--- config.mk ---
export PLATFORM = sky130hd
export DESIGN_NAME = oled_frame_streamer
export DESIGN_NICKNAME = d
export VERILOG_FILES = /design/src/rtl/oled_frame_streamer.sv
export SDC_FILE = /design/constraint.sdc
export NUM_CORES = 1
export LEC_CHECK = 0
export ABC_AREA = 0
export BUFFER_PORTS_ARGS = -buffer_cell sky130_fd_sc_hd__buf_2
export CAP_MARGIN = 30
export CORE_MARGIN = 1.5
export CORE_UTILIZATION = 57
export CTS_BUF_LIST = sky130_fd_sc_hd__clkbuf_16
export DETAILED_ROUTE_END_ITERATION = 12
export PLACE_DENSITY = 0.79
export SYNTH_ARGS = -nofsm -noshare
export SYNTH_HDL_FRONTEND = slang
export SYNTH_SLANG_ARGS = --single-unit
--- constraint.sdc ---
create_clock -name clock -period 2.1 [get_ports clock]
set_input_delay 0.42 -clock clock [delete_from_list [all_inputs] [get_ports clock]]
set_output_delay 0.42 -clock clock [all_outputs]
set_load 0.05 [all_outputs]
--- src/rtl/oled_frame_streamer.sv ---
// oled_frame_streamer
//   Streams whole frames from a pixel generator to a 96x64 SSD1331 OLED over
//   its write-only SPI port (mode 3, MSB first). Each frame is a CS-low lead-in,
//   a 6-byte column/row window command, then WIDTH*HEIGHT RGB565 words, followed
//   by a CS-high gap. Frames repeat back-to-back while enable is high.
//
// Ports
//   clock        system clock
//   reset        synchronous, active-high
//   enable       level; sampled in IDLE and at the end of the gap
//   pixel_data   RGB565 value for the current pixel_index
//   pixel_index  row-major pixel index (y*WIDTH + x)
//   oled_cs      chip select, active low
//   oled_sclk    SPI clock, idles high
//   oled_sdin    serial data
//   oled_dc      0 = command byte, 1 = pixel data
//   frame_done   one-cycle pulse on the first gap cycle
//   busy         high whenever the FSM is not in IDLE
module oled_frame_streamer #(
  parameter int WIDTH   = 96,
  parameter int HEIGHT  = 64,
  parameter int CLK_DIV = 4,
  parameter int GAP     = 8
) (
  input  logic        clock,
  input  logic        reset,
  input  logic        enable,
  input  logic [15:0] pixel_data,
  output logic [12:0] pixel_index,
  output logic        oled_cs,
  output logic        oled_sclk,
  output logic        oled_sdin,
  output logic        oled_dc,
  output logic        frame_done,
  output logic        busy
);

  localparam int DW = $clog2(CLK_DIV) + 1;
  localparam int GW = $clog2(GAP) + 1;

  localparam logic [DW-1:0] HALF     = DW'(CLK_DIV - 1);
  localparam logic [DW-1:0] SLOT_END = DW'(2 * CLK_DIV - 1);
  localparam logic [GW-1:0] GAP_END  = GW'(GAP - 1);
  localparam logic [12:0]   LAST_PIX = 13'(WIDTH * HEIGHT - 1);

  localparam logic [2:0] S_IDLE = 3'd0;
  localparam logic [2:0] S_LEAD = 3'd1;
  localparam logic [2:0] S_CMD  = 3'd2;
  localparam logic [2:0] S_PIX  = 3'd3;
  localparam logic [2:0] S_GAP  = 3'd4;

  // Window setup: column range 0..WIDTH-1, row range 0..HEIGHT-1.
  function automatic logic [7:0] cmd_byte(input logic [2:0] n);
    case (n)
      3'd0:    cmd_byte = 8'h15;
      3'd1:    cmd_byte = 8'h00;
      3'd2:    cmd_byte = 8'(WIDTH - 1);
      3'd3:    cmd_byte = 8'h75;
      3'd4:    cmd_byte = 8'h00;
      default: cmd_byte = 8'(HEIGHT - 1);
    endcase
  endfunction

  logic [2:0]    state;
  logic [DW-1:0] div_cnt;
  logic [3:0]    bit_cnt;
  logic [2:0]    byte_cnt;
  logic [GW-1:0] gap_cnt;
  logic [15:0]   shreg;
  logic          idx_inc;

  logic [2:0]    cmd_sel;
  logic [7:0]    cmd_nxt;
  logic [3:0]    last_bit;

  // Byte to launch at the next byte boundary: the first command when leaving
  // LEAD, otherwise the one after the byte currently shifting.
  always_comb begin
    cmd_sel  = (state == S_LEAD) ? 3'd0 : byte_cnt + 3'd1;
    cmd_nxt  = cmd_byte(cmd_sel);
    last_bit = (state == S_PIX) ? 4'd15 : 4'd7;
  end

  // Outputs are registered alongside the state, so every transition below
  // sets the pin values for the first cycle of the state it enters.
  always_ff @(posedge clock) begin
    if (reset) begin
      state       <= S_IDLE;
      div_cnt     <= '0;
      bit_cnt     <= '0;
      byte_cnt    <= '0;
      gap_cnt     <= '0;
      shreg       <= '0;
      idx_inc     <= 1'b0;
      pixel_index <= '0;
      oled_cs     <= 1'b1;
      oled_sclk   <= 1'b1;
      oled_sdin   <= 1'b0;
      oled_dc     <= 1'b0;
      frame_done  <= 1'b0;
      busy        <= 1'b0;
    end else begin
      frame_done <= 1'b0;
      idx_inc    <= 1'b0;

      // Index advances the cycle after a pixel load, giving the generator a
      // full word time to present the next value.
      if (idx_inc)
        pixel_index <= (pixel_index == LAST_PIX) ? '0 : pixel_index + 13'd1;

      case (state)
        S_IDLE: begin
          if (enable) begin
            state   <= S_LEAD;
            oled_cs <= 1'b0;
            busy    <= 1'b1;
            div_cnt <= '0;
          end
        end

        S_LEAD: begin
          if (div_cnt == HALF) begin
            state     <= S_CMD;
            div_cnt   <= '0;
            bit_cnt   <= '0;
            byte_cnt  <= '0;
            shreg     <= {cmd_nxt, 8'h00};
            oled_sdin <= cmd_nxt[7];
            oled_sclk <= 1'b0;
            oled_dc   <= 1'b0;
          end else begin
            div_cnt <= div_cnt + 1'b1;
          end
        end

        S_CMD, S_PIX: begin
          if (div_cnt == HALF)
            oled_sclk <= 1'b1;
          if (div_cnt != SLOT_END) begin
            div_cnt <= div_cnt + 1'b1;
          end else begin
            div_cnt <= '0;
            if (bit_cnt != last_bit) begin
              bit_cnt   <= bit_cnt + 4'd1;
              shreg     <= shreg << 1;
              oled_sdin <= shreg[14];
              oled_sclk <= 1'b0;
            end else begin
              bit_cnt <= '0;
              if (state == S_CMD && byte_cnt != 3'd5) begin
                byte_cnt  <= byte_cnt + 3'd1;
                shreg     <= {cmd_nxt, 8'h00};
                oled_sdin <= cmd_nxt[7];
                oled_sclk <= 1'b0;
              end else if (state == S_CMD || pixel_index != '0) begin
                // pixel_index has already moved past the word just sent; it
                // is back at 0 only after the last pixel of the frame.
                state     <= S_PIX;
                shreg     <= pixel_data;
                oled_sdin <= pixel_data[15];
                oled_sclk <= 1'b0;
                oled_dc   <= 1'b1;
                idx_inc   <= 1'b1;
              end else begin
                state      <= S_GAP;
                gap_cnt    <= '0;
                oled_cs    <= 1'b1;
                oled_sdin  <= 1'b0;
                oled_dc    <= 1'b0;
                frame_done <= 1'b1;
              end
            end
          end
        end

        S_GAP: begin
          if (gap_cnt == GAP_END) begin
            if (enable) begin
              state   <= S_LEAD;
              oled_cs <= 1'b0;
              div_cnt <= '0;
            end else begin
              state <= S_IDLE;
              busy  <= 1'b0;
            end
          end else begin
            gap_cnt <= gap_cnt + 1'b1;
          end
        end

        default: begin
          state <= S_IDLE;
          busy  <= 1'b0;
        end
      endcase
    end
  end

endmodule

======== After elaboration in Yosys (flattened, before gate mapping) ========
Index checks and enable logic that the tools add are counted.
storage, ports and cells
  word-level logic and storage cells ...... 138
  output and inout port bits .............. 19
  register bits ........................... 52
  bits of input ports ..................... 19
cells by class
  eq/ne operators ......................... 25
  add/subtract/negate cells ............... 5
  bitwise gates (word level) .............. 2
  reduce and logical (&&, ||, !) cells .... 23
  mux-type cells .......................... 69
operator list
  kind                                                                    number
  15-bit two-way mux                                                      5
  3-bit two-way mux                                                       16
  4-bit two-way mux                                                       9
  15-bit case mux with 2 select lines                                     1
  7-bit case mux with 4 select lines                                      1
  1-bit two-way mux                                                       26
  3-bit case mux with 4 select lines                                      2
  2-bit != test (second input constant)                                   9
  6-bit AND reduction                                                     3
  4-bit case mux with 2 select lines                                      2
  3-bit by 2-bit equality test with 1-bit output (second input constant)  5
  13-bit by 1-bit adder with 13-bit output (second input constant)        1
  13-bit equality test (second input constant)                            1
  13-bit two-way mux                                                      1
  13-bit nonzero test                                                     1
  5-bit AND reduction                                                     2
  4-bit by 1-bit adder with 4-bit output (second input constant)          2
  4-bit AND reduction                                                     2
  3-bit by 1-bit adder with 3-bit output (second input constant)          2
  3-bit by 1-bit equality test with 1-bit output (second input constant)  2
  3-bit equality test (second input constant)                             2
  3-bit logical NOT                                                       2
  3-bit != test (second input constant)                                   2
  1-bit case mux with 2 select lines                                      3
  other kinds (17)                                                        22

======== Depth between registers and ports, before layout ========
Gate-level depths: netlist of the first run.
  depth after elaboration ................. 9
  depth in mapped cells ................... 9
  gate-level depth less buffers ........... 7

======== Worst setup path after synthesis of the first run ========
No wires, ideal clock.
  path kind ............................... reg2reg
  start ................................... reg pixel_index[0]
  end ..................................... reg shreg[1]
  setup time .............................. 0.068 ns
  path buffers ............................ 2
  data arrival time ....................... 2.252 ns
  path slack .............................. -0.220 ns
  required time ........................... 2.032 ns
  cell stages (with the launch flop) ...... 10
  period minus slack after synthesis ...... 2.320 ns
  path through ............................ dfxtp_1 > inv_1 > ha_1 > nor4b_1 > and4_1 > buf_6 > a21o_1 > or3_1 > buf_4 > o2bb2ai_2
between the ends
  word-level cells in the longest chain between the ends .. 4
ends and longest elaborated chain
  element                               RTL line  text
  start, declared                       29        output logic [12:0] pixel_index,
  start signal, assigned                109       pixel_index <= (pixel_index == LAST_PIX) ? '0 : pixel_index + 13'd1;
  13-bit nonzero test                   155       end else if (state == S_CMD || pixel_index != '0) begin
  1-bit logical OR                      155
  4-bit != test (no source line)        --
  4-bit AND reduction (no source line)  --
  end signal, assigned                  145       shreg <= shreg << 1;
  end signal, assigned                  152       shreg <= {cmd_nxt, 8'h00};
  end signal, assigned                  159       shreg <= pixel_data;
  end, declared                         69        logic [15:0] shreg;
No other way between the ends.
A chain may end at the register's enable or synchronous reset.

======== Worst setup path in the final report of the first run ========
  start ................................... reg div_cnt[0]
  end ..................................... reg shreg[2]
between the ends
  word-level cells in the longest chain between the ends .. 3
  elaborated cells on any way between the ends .. 5
  those cells by class .................... 4 x eq/ne; 1 x reduce/logical
ends and longest elaborated chain
  element                                                                                     RTL line  text
  start, declared                                                                             65        logic [DW-1:0] div_cnt;
  start signal, assigned                                                                      132       div_cnt <= div_cnt + 1'b1;
  start signal, assigned                                                                      140       div_cnt <= div_cnt + 1'b1;
  3-bit by 2-bit equality test with 1-bit output or 3-bit != test (tied branches)             122, 139
  2-bit by 1-bit != test with 1-bit output (no source line) or 2-bit != test (tied branches)  --
  4-bit AND reduction (no source line) *                                                      --
  end signal, assigned                                                                        127       shreg <= {cmd_nxt, 8'h00};
  end signal, assigned                                                                        145
  end signal, assigned                                                                        152
Every way passes the cells marked *; elsewhere a longest branch is shown, timed or not.

==> results of run 1 <==
## report_power, final
group          internal [uW]  leakage, uW  switching, uW
combinational            294     0.000857            437
clock                    430    0.0000738            355
sequential              1030     0.000421           55.2
## stage by stage
step | total power (uW) | cells | hold slack (ps) | cell area, um2 | utilization, %
2_1_floorplan | 1536 | 334 | 427.3 | 2831 | -
3_3_place_gp | 1770 | 448 | 437.1 | 3228 | 67.89
3_5_place_dp | 1780 | 448 | 449.8 | 3228 | 67.89
4_1_cts | 2560 | 456 | 394.7 | 3369 | 70.87
5_1_grt | 2699 | 459 | 414.8 | 3442 | 72.39
6_report | 2605 | 459 | 396.4 | 3442 | 72.39
## state kept, by name, summed over array words and instances (netlist names), 3 cells and up
signal / count
shreg: 15
pixel_index: 13
bit_cnt: 4
gap_cnt: 4
byte_cnt: 3
div_cnt: 3
state: 3
## path summary, 6_finish.rpt
path / end / cells after the start / from / slack [ps]
hold / removal: shreg[0] / 3 / pixel_data[0] / 400
setup reg to reg: shreg[2] / 7 / div_cnt[0] / 110
hold reg to reg: shreg[0] / 2 / shreg[0] / 470
setup / recovery: shreg[2] / 7 / div_cnt[0] / 110
## repair_timing
action,CTS,global route
buffers inserted,0,3
hold endpoints to repair,0,0
endpoints found under the setup margin,2,11
pin swaps,0,2
resized for setup,1,8
## kinds of logic (layout without fill, tap and decap cells)
| kind of cell | Yosys count | count (layout) | share of synthesized area, % |
|---|---|---|---|
| compound gates | 86 | 86 | 22.05 |
| xor+xnor | 15 | 15 | 5.179 |
| fa+ha+maj | 10 | 10 | 4.427 |
| buf+inv | 28 | 86 | 4.294 |
| flops | 52 | 52 | 36.83 |
| mux | 4 | 4 | 1.594 |
| simple gates | 139 | 139 | 25.63 |
## cell type report
type	count	share of cell area, %
Clock buffer	5	3.635
Timing Repair Buffer	65	12.21
Sequential cell	52	30.39
Multi-Input combinational cell	254	49.58
Inverter	13	1.418
Tap cell	67	2.435
Clock inverter	3	0.3272
## synth_stat cells (8+ instances only)
library cell	number	share of area, %
dfxtp_1	52	37
nor2_1	31	4.1
nand2_1	28	3.7
a21oi_1	24	4.2
nand3_1	16	2.8
inv_1	13	1.7
o21ai_0	13	2.3
ha_1	10	4.4
nand4_1	10	2.2
clkbuf_1	9	1.2
nor2b_1	9	2.0
nor3_1	9	1.6
xor2_1	9	2.8
a31oi_1	8	1.8
nand3b_1	8	2.1
## routing by layer
layer | vias to the layer above | share of wire [%] | wire length, um
met5 | - | 0 | 0
met4 | 0 | 1.7 | 126
met3 | 11 | 5.4 | 393
met2 | 89 | 49 | 3529
met1 | 1285 | 44 | 3166
li1 | 1326 | - | -
## tightest hold or removal path, cell delays in order
cell and delay (ps):
buf_2 100, nand4_1 60, a21oi_1 60
==> summary.txt, run 1 <==
Timing
  – Tcrit/Tclk final: 94.99%
  – RSZ-0062 raised after global routing: no
  – Fmax: about 500 MHz
  – Max Slew Vio Count: 0
  – Post-route minimum period: about 2000 ps
  – Final Hold Vio Count: 0
  – Setup-failing EPs final: 0
  – Setup WS post-layout: roughly 110 ps
  – TNS Setup: 0 ps
  – Slew margin rel.: 70.75%
  – Worst slew pin tran: between 400 and 500 ps
  – Setup Skew: ~5.7 ps

Clock network
  – Clk slew on worst S/H paths: roughly 70 ps
  – Skew-Pair Late Insertion Delay: around 290 ps
  – CTS tree: yes
  – H-tree depth: 2
  – Hold buffers post-CTS: 0
  – CTS root buffer: clkbuf_16
  – Clk sink count: 52
  – Deepest clock path buffer count: 2
  – Num CTS Buffers: 5

Synthesis
  – Mean Syn Cell Area: approximately 8.5 um2
  – Mapped Cells: roughly 330
  – Post-synthesis sequential area ratio: between 30% and 40%
  – Post-synth EDFFs: 0
  – #FFs+latches synth: 52
  – Synth warnings: 0
  – Asr flop ratio synth: 0%
  – Unique masters post-synth: 56
  – Post-Syn Nets: about 360
  – Mapped Area: ~0.0028 mm2
  – Primary FF master, synth: dfxtp_1

Critical path
  – Crit path max fanout: 7
  – Worst path arrival time: 2220 ps
  – CP peak stage delay: 400 ps
  – Setup crit start kind: flop
  – Crit-path slowest cell: or3_4
  – Crit path kind: flop to flop
  – CP Capture Type: flop
  – Critical path required time: between 2000 and 2500 ps
  – Cell Chain, Critical Path: ha_1, ha_2, nand3b_1, a21o_1, a21o_1, or3_4, o2bb2ai_2
  – Worst path most repeated cell: a21o_1
  – Critical path's top delay family: compound AO/OA/AOI/OAI gates
  – Buf/Inv on CP: 0

Layout
  – Diodes inserted: 0
  – Most frequent cells in the layout: 50 x dfxtp_1, 37 x buf_2, 31 x nor2_1
  – Area of the multi-input gates: ~0.0017 mm2
  – P&R area growth vs syn: 21.78%
  – Commonest non-fill, non-tap cell in the layout: dfxtp_1
  – Nets: 420
  – Fillers: 377
  – Sequential Area: between 0.001 and 0.0015 mm2
  – Layout cells sized above 1: approximately a quarter

Route
  – First DRT Iteration DRCs: 193
  – Residual DRC count: 0
  – Wire per inst: 15.72 um
  – Via Count: between 2000 and 3000
  – Detailed Routing Iterations Pass 1: 4
  – DRT Wirelength: approximately 7200 um
  – Vias per Instance: just under 6
  – Antenna viol nets, final: 0

GRT
  – All-Layer GR Usage: between 20% and 30%
  – Grt total ovfl: 0
  – Met3 usage: ~4.4%
  – Routing usage on met1: between 30% and 40%
  – Initial antenna violation count: 0
  – GR Util met2: a little under half
  – Largest net degree at the start of global routing: 22
  – Most Crowded Layer GR: met2
  – First-pass GRT wire length: ~11000 um
  – Number of global-route vias before repair: around 2600

Status
  – Status: finished clean

Run
  – Max_cap viols: 0

Placement
  – Final HPWL DP: between 4000 and 5000 um
  – Global placer's final weighted congestion: just over 0.9
  – PortBufs: 37
  – Dpl ws: ~17 ps

Die
  – I/O pin count: 38
  – Die X: approximately 73 um
  – CORE AREA: ~0.0048 mm2
  – Vert. Die Dim: about 73 um
  – Row count: 25
  – DIE AREA: roughly 0.0054 mm2
  – Starting Density: between 50% and 60%

Pwr
  – Pwr dens: between 700 and 800 mW/mm2
  – Static leakage power: approximately 0.0014 uW
  – VDD IR max: approximately 0.73 mV

Min path
  – Hold Crit Class: primary input to flop
(Power assumes the default switching activity.)
==> run 2, diff against run 1 <==
--- a/config.mk
+++ b/config.mk
@@ -9,10 +9,10 @@
 export BUFFER_PORTS_ARGS = -buffer_cell sky130_fd_sc_hd__buf_2
 export CAP_MARGIN = 30
 export CORE_MARGIN = 1.5
-export CORE_UTILIZATION = 57
+export CORE_UTILIZATION = 62
 export CTS_BUF_LIST = sky130_fd_sc_hd__clkbuf_16
 export DETAILED_ROUTE_END_ITERATION = 12
-export PLACE_DENSITY = 0.79
+export PLACE_DENSITY = 0.85
 export SYNTH_ARGS = -nofsm -noshare
 export SYNTH_HDL_FRONTEND = slang
 export SYNTH_SLANG_ARGS = --single-unit
==> constraint.sdc (replaced) <==
create_clock -name clock -period 2.4 [get_ports clock]
set_input_delay 0.48 -clock clock [delete_from_list [all_inputs] [get_ports clock]]
set_output_delay 0.48 -clock clock [all_outputs]
set_load 0.05 [all_outputs]
==> run 2 against run 1 <==
Register-to-register slack improved by 70 ps; fmax decreased by 10%; largest cell class unchanged; critical endpoint is now shreg[3]; hold slack improved by 59 ps; via count decreased by 4.2%; sequential cell count unchanged; setup slack improved by 72 ps.
==> summary.txt, run 2 (synthesized netlist as in run 1, its figures left out) <==
Layout
  – Max reg flops: 15 (unchanged)
  – Nets: 402 (-4.3%)
  – Top reg by flops: shreg
  – P&R area growth vs syn: 13.94%
  – Commonest non-fill, non-tap cell in the layout: dfxtp_1
  – Core Util, Final: 73.46% (+1.1 points)
  – Layout cells sized above 1: 17.91% (-5.6 points)
  – Largest regs: shreg x15, pixel_index x13
  – Fin cells: 426 (-7.2%)
  – Most frequent cells in the layout: 52 x dfxtp_1, 37 x buf_2, 31 x nor2_1
  – Diodes inserted: 0 (unchanged)

Timing
  – Setup Skew: 3.514 ps (-2.149 ps)
  – Setup-failing EPs final: 0 (unchanged)
  – Tcrit/Tclk final: 92.61% (-2.4 points)
  – Post-route minimum period: 2223 ps (+227.9 ps)
  – Final Hold Vio Count: 0 (unchanged)
  – RSZ-0062 raised after global routing: no
  – Setup WS post-layout: 177.3 ps (+72.14 ps)
  – TNS Setup: 0 ps (unchanged)
  – Max Slew Vio Count: 0 (unchanged)
  – Worst slew pin tran: 737.7 ps (+301.6 ps)
  – Fmax: 449.9 MHz (-10%)
  – Slew margin rel.: 49.54% (-21 points)

Route
  – Via Count: 2597 (-4.2%)
  – Wire per inst: 15.95 um (+1.5%)
  – DRT Wirelength: 6795 um (-5.8%)
  – First DRT Iteration DRCs: 216 (+12%)
  – Detailed Routing Iterations Pass 1: 6 (+2)
  – Vias per Instance: 6.096 (+3.2%)
  – Residual DRC count: 0 (unchanged)
  – Antenna viol nets, final: 0 (unchanged)

Clock network
  – Deepest clock path buffer count: 2 (unchanged)
  – H-tree depth: 2 (unchanged)
  – Post-CTS repair timing setup buffer count: 0 (unchanged)
  – Clk sink count: 52 (unchanged)
  – Hold buffers post-CTS: 0 (unchanged)
  – Skew-Pair Late Insertion Delay: 290 ps (about the same)
  – CTS root buffer: clkbuf_16
  – Clk slew on worst S/H paths: 60 ps (about the same)
  – Num CTS Buffers: 5 (unchanged)
  – CTS tree: yes

Critical path
  – Cell Chain, Critical Path: ha_1, ha_1, nand2_1, a21o_1, a21o_1, or3_1, o2bb2ai_2
  – Reg2reg start: div_cnt[0]
  – CP peak stage delay: 510 ps (+110 ps)
  – Critical path required time: 2620 ps (+300 ps)
  – Crit-path slowest cell: or3_1
  – Buf/Inv on CP: 0 (unchanged)
  – Crit path kind: flop to flop
  – Setup crit start kind: flop
  – CP Capture Type: flop
  – Worst path arrival time: 2440 ps (+220 ps)
  – Crit path max fanout: 7 (unchanged)
  – Crit. Startpoint: div_cnt[0]
  – Critical path's top delay family: compound AO/OA/AOI/OAI gates

GRT
  – Largest net degree at the start of global routing: 34 (+55%)
  – Initial antenna violation count: 0 (unchanged)
  – All-Layer GR Usage: 27.90% (+1.0 points)
  – Number of global-route vias before repair: 2522 (-2.2%)
  – First-pass GRT wire length: 11340 um (+0.92%)
  – Grt total ovfl: 0 (unchanged)

Pwr
  – VDD IR max: 0.4197 mV (-42%)
  – Gate power share: 24.5% (-3.6 points)
  – Switch share: 32.73% (+0.21 points)
  – Sequential power share: 43.8% (+2.0 points)
  – Pint: 1477 uW (-16%)
  – Psw: 718.4 uW (-15%)
  – Static leakage power: 0.001241 uW (-8.3%)
  – Clock network fraction of total power: 31.6% (+1.5 points)
  – Pwr dens: 681.5 mW/mm2 (-9.9%)

Die
  – Vert. Die Dim: 70.52 um (-3.9%)
  – CORE AREA: 0.004384 mm2 (-7.8%)
  – DIE AREA: 0.004973 mm2 (-7.7%)
  – Row count: 24 (-4.0%)
  – I/O pin count: 38 (unchanged)
  – Die X: 70.52 um (-3.9%)
  – Starting Density: 64.47% (+5.0 points)

Min path
  – Hold Crit Class: flop to flop
  – Hold_sp: shreg[0]

Placement
  – Placed insts: 418 (-6.7%)
  – Global placer's final weighted congestion: 0.8270 (-8.8%)
  – PortBufs: 37 (unchanged)
  – Final HPWL DP: 4779 um (-4.3%)
  – Dpl ws: 193.1 ps (+176.2 ps)

Run
  – Max_cap viols: 0 (unchanged)

Status
  – Status: finished clean
## run 2: cell types whose count changed in the layout (fill, tap and decap cells not counted), sizes merged
| cell | previous run | this run |
|---|---|---|
| buf | 65 | 47 |
| inv | 15 | 14 |
| clkinvlp | 0 | 1 |
## run 2: final timing paths
| kind | cells after the start | slack (ps) | endpoint |
|---|---|---|---|
| max | 7 | 180 | shreg[3] |
| min | 2 | 460 | shreg[0] |
| max reg2reg | 7 | 180 | shreg[3] |
| min reg2reg | 2 | 460 | shreg[0] |
## run 2: power groups by stage
stage | clock network [uW] | registers [uW] | logic [uW]
4_1_cts | 695 | 961 | 533
3_3_place_gp | 0 | 976 | 515
2_1_floorplan | 0 | 1010 | 333
6_report | 695 | 962 | 538
5_1_grt | 729 | 969 | 585
3_5_place_dp | 0 | 980 | 525
## run 2: layer usage
layer | track usage [%] | routed length [um] | vias to the layer above
met5 | 0 | 0 | -
met4 | 10.04 | 106 | 0
met3 | 4.762 | 395 | 14
met2 | 50.52 | 3468 | 89
met1 | 32.94 | 2824 | 1201
li1 | - | - | 1293
## run 2: final cells by class
type / instances / area [um2]
fillers: 369 / 1164
flip-flops and latches: 52 / 1041
multi-input cells: 254 / 1665
clock inverters: 3 / 15.01
clock buffers: 5 / 125.1
inverters: 13 / 48.80
well taps: 52 / 65.06
repair buffers: 47 / 260.3
## run 2: what timing repair did
action / 4_1_cts / 5_1_grt
setup endpoints to repair: 0 / 1
gates resized for setup: 0 / 1
hold endpoints to repair: 0 / 0
## run 2: worst register-to-register path, cell delays in order (launching register included)
cell	delay (ps)
dfxtp_1	350
ha_1	200
ha_1	280
nand2_1	100
a21o_1	250
a21o_1	240
or3_1	510
o2bb2ai_2	210
## run 2: through the flow
stage	area (um2)	power, uW	hold WS (ps)
after floorplan	2826	1345	427.3
after global placement	3079	1491	446.1
after detailed placement	3079	1505	450.6
after CTS	3219	2189	456.5
after global routing	3221	2282	472.4
final	3221	2195	455.9
